--- config.mk ---
export PLATFORM = sky130hd
export DESIGN_NAME = iir_lpf_driver
export DESIGN_NICKNAME = d
export VERILOG_FILES = /design/src/rtl/iir_lpf_driver.sv
export SDC_FILE = /design/constraint.sdc
export NUM_CORES = 1
export LEC_CHECK = 0
export CAP_MARGIN = 15
export CORE_MARGIN = 2
export CORE_UTILIZATION = 41
export DETAILED_ROUTE_END_ITERATION = 8
export PLACE_DENSITY = 0.67
export SLEW_MARGIN = 5
export SYNTH_ARGS = -nofsm -noshare
export SYNTH_HDL_FRONTEND = slang
export SYNTH_SLANG_ARGS = --single-unit
--- constraint.sdc ---
create_clock -name i_CLK -period 3.25 [get_ports i_CLK]
set_clock_uncertainty 0.1 [all_clocks]
set_input_delay 0.65 -clock i_CLK [delete_from_list [all_inputs] [get_ports i_CLK]]
set_output_delay 0.65 -clock i_CLK [all_outputs]
set_load 0.05 [all_outputs]
--- src/rtl/iir_lpf_driver.sv ---
// Drives the float IIR low-pass filter: converts signed ADC samples to IEEE-754
// single precision, hands them to the filter and holds the filtered result.
module iir_lpf_driver #(
  parameter int ADC_W = 24
) (
  input  logic             i_CLK,
  input  logic             i_RSTN,
  input  logic [ADC_W-1:0] i_ADC_DATA,
  input  logic             i_ADC_DATA_VALID,
  output logic [31:0]      o_LPF_X_DATA,
  output logic             o_LPF_X_DATA_VALID,
  input  logic             i_LPF_X_DATA_READY,
  input  logic [31:0]      i_LPF_Y_DATA,
  input  logic             i_LPF_Y_DATA_VALID,
  output logic             o_LPF_Y_ACK,
  output logic [31:0]      o_FILT_DATA,
  output logic             o_FILT_DATA_VALID,
  input  logic             i_FILT_ACK,
  output logic             o_BUSY,
  output logic             o_OVERRUN,
  input  logic             i_OVERRUN_CLR
);

  typedef enum logic [2:0] {
    S_IDLE,
    S_CONV,
    S_NORM,
    S_SEND,
    S_WAIT_Y,
    S_OUT
  } state_t;

  state_t           state, state_d;
  logic [ADC_W-1:0] sample, sample_d;
  logic             sign, sign_d;
  logic [23:0]      mag, mag_d;
  logic [7:0]       expo, expo_d;
  logic [31:0]      x_data_d, filt_data_d;
  logic             x_valid_d, y_ack_d, filt_valid_d, busy_d, overrun_d;
  logic [23:0]      sample_ext;

  // Sign-extend to 24 bits; negating in 24 bits maps -2^(ADC_W-1) onto its magnitude.
  assign sample_ext = 24'($signed(sample));

  always_comb begin
    state_d      = state;
    sample_d     = sample;
    sign_d       = sign;
    mag_d        = mag;
    expo_d       = expo;
    x_data_d     = o_LPF_X_DATA;
    x_valid_d    = 1'b0;
    y_ack_d      = 1'b0;
    filt_data_d  = o_FILT_DATA;
    filt_valid_d = o_FILT_DATA_VALID;

    case (state)
      S_IDLE: begin
        if (i_ADC_DATA_VALID) begin
          sample_d = i_ADC_DATA;
          state_d  = S_CONV;
        end
      end
      S_CONV: begin
        sign_d = sample[ADC_W-1];
        mag_d  = sample[ADC_W-1] ? (~sample_ext + 24'd1) : sample_ext;
        expo_d = 8'd150;
        if (mag_d == '0) begin
          x_data_d = '0;
          state_d  = S_SEND;
        end else begin
          state_d  = S_NORM;
        end
      end
      S_NORM: begin
        if (mag[23]) begin
          x_data_d = {sign, expo, mag[22:0]};
          state_d  = S_SEND;
        end else begin
          mag_d  = {mag[22:0], 1'b0};
          expo_d = expo - 8'd1;
        end
      end
      S_SEND: begin
        if (i_LPF_X_DATA_READY) begin
          x_valid_d = 1'b1;
          state_d   = S_WAIT_Y;
        end
      end
      S_WAIT_Y: begin
        if (i_LPF_Y_DATA_VALID) begin
          filt_data_d = i_LPF_Y_DATA;
          y_ack_d     = 1'b1;
          state_d     = S_OUT;
        end
      end
      S_OUT: begin
        // The consumer's ack only counts once it has been shown valid data.
        if (o_FILT_DATA_VALID && i_FILT_ACK) begin
          filt_valid_d = 1'b0;
          state_d      = S_IDLE;
        end else begin
          filt_valid_d = 1'b1;
        end
      end
      default: state_d = S_IDLE;
    endcase

    if (i_ADC_DATA_VALID && (state != S_IDLE)) overrun_d = 1'b1;
    else if (i_OVERRUN_CLR)                    overrun_d = 1'b0;
    else                                       overrun_d = o_OVERRUN;

    busy_d = (state_d != S_IDLE);
  end

  always_ff @(posedge i_CLK or negedge i_RSTN) begin
    if (!i_RSTN) begin
      state              <= S_IDLE;
      sample             <= '0;
      sign               <= 1'b0;
      mag                <= '0;
      expo               <= '0;
      o_LPF_X_DATA       <= '0;
      o_LPF_X_DATA_VALID <= 1'b0;
      o_LPF_Y_ACK        <= 1'b0;
      o_FILT_DATA        <= '0;
      o_FILT_DATA_VALID  <= 1'b0;
      o_BUSY             <= 1'b0;
      o_OVERRUN          <= 1'b0;
    end else begin
      state              <= state_d;
      sample             <= sample_d;
      sign               <= sign_d;
      mag                <= mag_d;
      expo               <= expo_d;
      o_LPF_X_DATA       <= x_data_d;
      o_LPF_X_DATA_VALID <= x_valid_d;
      o_LPF_Y_ACK        <= y_ack_d;
      o_FILT_DATA        <= filt_data_d;
      o_FILT_DATA_VALID  <= filt_valid_d;
      o_BUSY             <= busy_d;
      o_OVERRUN          <= overrun_d;
    end
  end

endmodule

==> results of run 1 <==
[cell type report]
type | instances | area (um2)
clock buffer | 25 | 485
clock inverter | 6 | 32.5
fill | 1253 | 6440
inverter | 15 | 56.3
multi-input combinational | 350 | 2660
sequential | 129 | 3230
tap | 184 | 230
timing repair buffer | 146 | 1460
[kinds of logic after synthesis]
logic type      count (synthesis)  share of synthesized area
mux                            85                      0.149
compound gates                124                      0.138
fa+ha+maj                       2                    0.00408
xor+xnor                       25                     0.0357
buf+inv                        61                     0.0445
flops                         129                      0.526
simple gates                  114                      0.103
[synthesized netlist by cell type (2+ instances only)]
| library cell | number |
|---|---|
| and4_1 | 2 |
| a31oi_1 | 33 |
| or4_1 | 9 |
| or2_2 | 2 |
| nor4b_1 | 3 |
| buf_2 | 10 |
| a22oi_1 | 18 |
| nor3_1 | 8 |
| nand3_1 | 5 |
| nor2_1 | 13 |
| nand2b_1 | 4 |
| ha_1 | 2 |
| buf_1 | 2 |
| o221ai_1 | 2 |
| xnor2_1 | 11 |
| nor4_1 | 6 |
| xor2_1 | 14 |
| buf_6 | 4 |
| a221o_1 | 4 |
| clkbuf_1 | 29 |
| or3_1 | 11 |
| o311ai_0 | 2 |
| o41ai_1 | 8 |
| nor3b_1 | 3 |
| o22ai_1 | 4 |
| nor4_2 | 2 |
| dfrtp_1 | 129 |
| mux2_2 | 49 |
| nand4_1 | 3 |
| o21ai_0 | 33 |
| mux2i_1 | 36 |
| o31ai_1 | 4 |
| nand2_1 | 35 |
| a21oi_1 | 4 |
| inv_1 | 15 |
[sequential cells by signal, summed over array words and instances, names as in the netlist, 3 cells and up]
| register | flops |
|---|---|
| expo | 8 |
| mag | 24 |
| o_FILT_DATA | 32 |
| o_LPF_X_DATA | 32 |
| sample | 24 |
| state | 3 |
[routing by layer]
layer	vias up	global-route usage	part of all wire
li1	2239	-	-
met1	2415	0.276	0.43
met2	207	0.297	0.44
met3	28	0.0747	0.095
met4	0	0.0879	0.028
met5	-	0	0
[worst min path at each step]
stage,end,cells past startpoint
after floorplan,expo[0]$_DFFE_PN0P_,0
final,o_LPF_X_DATA[23]$_DFFE_PN0P_,1
after global routing,o_LPF_X_DATA[23]$_DFFE_PN0P_,1
after detailed placement,sign$_DFFE_PN0P_,2
after CTS,o_LPF_X_DATA[1]$_DFFE_PN0P_,1
after global placement,sign$_DFFE_PN0P_,2
[per-stage QoR]
stage	hold WS (ns)	setup slack [ns]
final	0.0512	0.168
after global routing	0.0596	0.0130
after CTS	0.0401	0.131
after detailed placement	0.375	0.138
after global placement	0.382	0.262
after floorplan	0.254	0.360
[placed cells by master, fill, tap and decap left out, drive strengths merged, types with 9 or more instances in the layout]
| cell type | synthesis | routed |
|---|---|---|
| or4 | 9 | 9 |
| nor2 | 13 | 13 |
| inv | 15 | 15 |
| xor2 | 14 | 14 |
| o21ai | 34 | 34 |
| nand2 | 35 | 35 |
| clkbuf | 30 | 25 |
| a31oi | 33 | 33 |
| mux2 | 49 | 49 |
| or3 | 11 | 11 |
| dfrtp | 129 | 129 |
| mux2i | 36 | 36 |
| a22oi | 18 | 18 |
| xnor2 | 11 | 11 |
| clkdlybuf4s50 | 0 | 130 |
| buf | 16 | 16 |
[where the power goes]
part | switching [mW] | internal (mW) | total [mW]
combinational | 2.84 | 1.83 | 4.67
sequential | 0.779 | 2.32 | 3.10
clock | 0.636 | 1.02 | 1.66
==> impl_results.md, run 1 <==
* Routed Antenna Nets at 0
* Post-route DRC at 0
* WL final at 15800 um
* Fin area at 8150 um2
* Fin. max-slew vios at 0
* Die X at 126 um
* Mean Syn Cell Area at 11.4 um2
* Clock buffer depth at 2
* CTS tree: built
* Peak supply drop at 0.863 mV
* Hold WC Path Type: in -> async
* Placed inst area at 7630 um2
* First-pass GRT wire length at 25700 um
* Post-layout min period at 3.08 ns
* Synth Register Bits at 129
* Initial Util at 0.420
* Routed WL per cell at 18.4 um
* Worst-path clk slew at 0.05 ns
* Row cnt at 44
* Vias at 4889
* Area delta synth->final at 32.9%
* Critical path depth at 9
* Critical-path maximum fanout at 33
* Initial DRC Count at 494
* Die area at 16000 um2
* Data arrival time of the worst path at 3.26 ns
* Io pins at 132
* Reg2Reg Depth at 9
* Critical path type: reg -> reg
* End-of-flow core utilization at 0.559
* Synth cell types at 56
* Number of synthesized flops with an enable pin at 0
* RSZ-0062 raised after global routing: no
* Core area at 14600 um2
* CP endpoint: o_LPF_X_DATA[15]$_DFFE_PN0P_
* Worst slew pin tran at 0.670 ns
* Clk sink count at 129
* H-tree depth at 4
* Req. time, crit path at 3.43 ns
* Largest net degree at the start of global routing at 83
* Top delay family on crit path: compound AO/OA/AOI/OAI gates
* R2R Path Start: sample[0]$_DFFE_PN0P_
* GRT overflow at 0
* Synth area leaders: dfrtp_1 (53%), mux2_2 (9.0%), mux2i_1 (5.9%), a31oi_1 (3.4%), o21ai_0 (2.7%)
* Leakage at 3.26 nW
* Placed insts at 824
* Post-route setup TNS at 0 ns
* Synth async-reset ratio at 1.00
* Die height at 126 um
* Critical R2R Capture: o_LPF_X_DATA[15]$_DFFE_PN0P_
* Run status: complete, no violations
* All-Layer GR Usage at 0.204
* Root Buffer: clkbuf_16
* Nets at 724
* Post-CTS Hold Fix Bufs at 0
* Fmax achieved at 325 MHz
* I/O Buffers at 131
* Clock latency on the worst-skew pair at 0.41 ns
* Antenna violations before repair at 0
* Fraction of the yosys area taken by sequential cells at 0.526
* Post-cts sizing count at 0
* R2R Setup Slk at 0.17 ns
* Mapped Nets at 605
* Worst Setup End Kind: flop
* Endpoints failing hold at 0
* Worst-path cell chain: inv_1 -> ha_2 -> or3b_2 -> a221o_1 -> a211oi_1 -> o2111ai_1 -> a311oi_4 -> buf_12 -> a31oi_1
* Diode count at 0
* Post-synth top flop: dfrtp_1
* Share of cells above drive strength 1 at 0.156
* Global placer's final weighted congestion at 0.916
* Post-Layout Cell Count at 855
* Setup violations, final at 0
* Critical Path Source: sample[0]$_DFFE_PN0P_
* Via density at 5.72
* Max incr delay on CP at 0.51 ns
* Fin crit share at 0.948
* Max-cap violations at 0
* Critical-path top delay cell: or3b_2
* Relative slew slack at 0.553
* CP bufs+invs at 2
* Ys Warns at 0
* Gate count of the mapped netlist at 540
* Post-Syn Area at 6130 um2
* Setup Fix Bufs, Post-CTS at 0
* Vias in the first global route at 4931
* Total power at 9.43 mW
* Yosys top cell area share at 0.526
* Startpoint class of the critical path: flop
* Length of the first detailed-routing pass in iterations at 6
* Power Dens Cells at 1160 nW/um2
* Area leader, netlist: dfrtp_1
* HPWL after detailed placement at 11400 um
* Num CTS Buffers at 17
No activity file was read; power rests on OpenSTA's default activity.
==> inputs of run 2 (changes only) <==
- SKIP_CTS_REPAIR_TIMING: unset -> 1
==> results of run 2 <==
No change in the layout: final DEF, timing and power equal those of run 1.
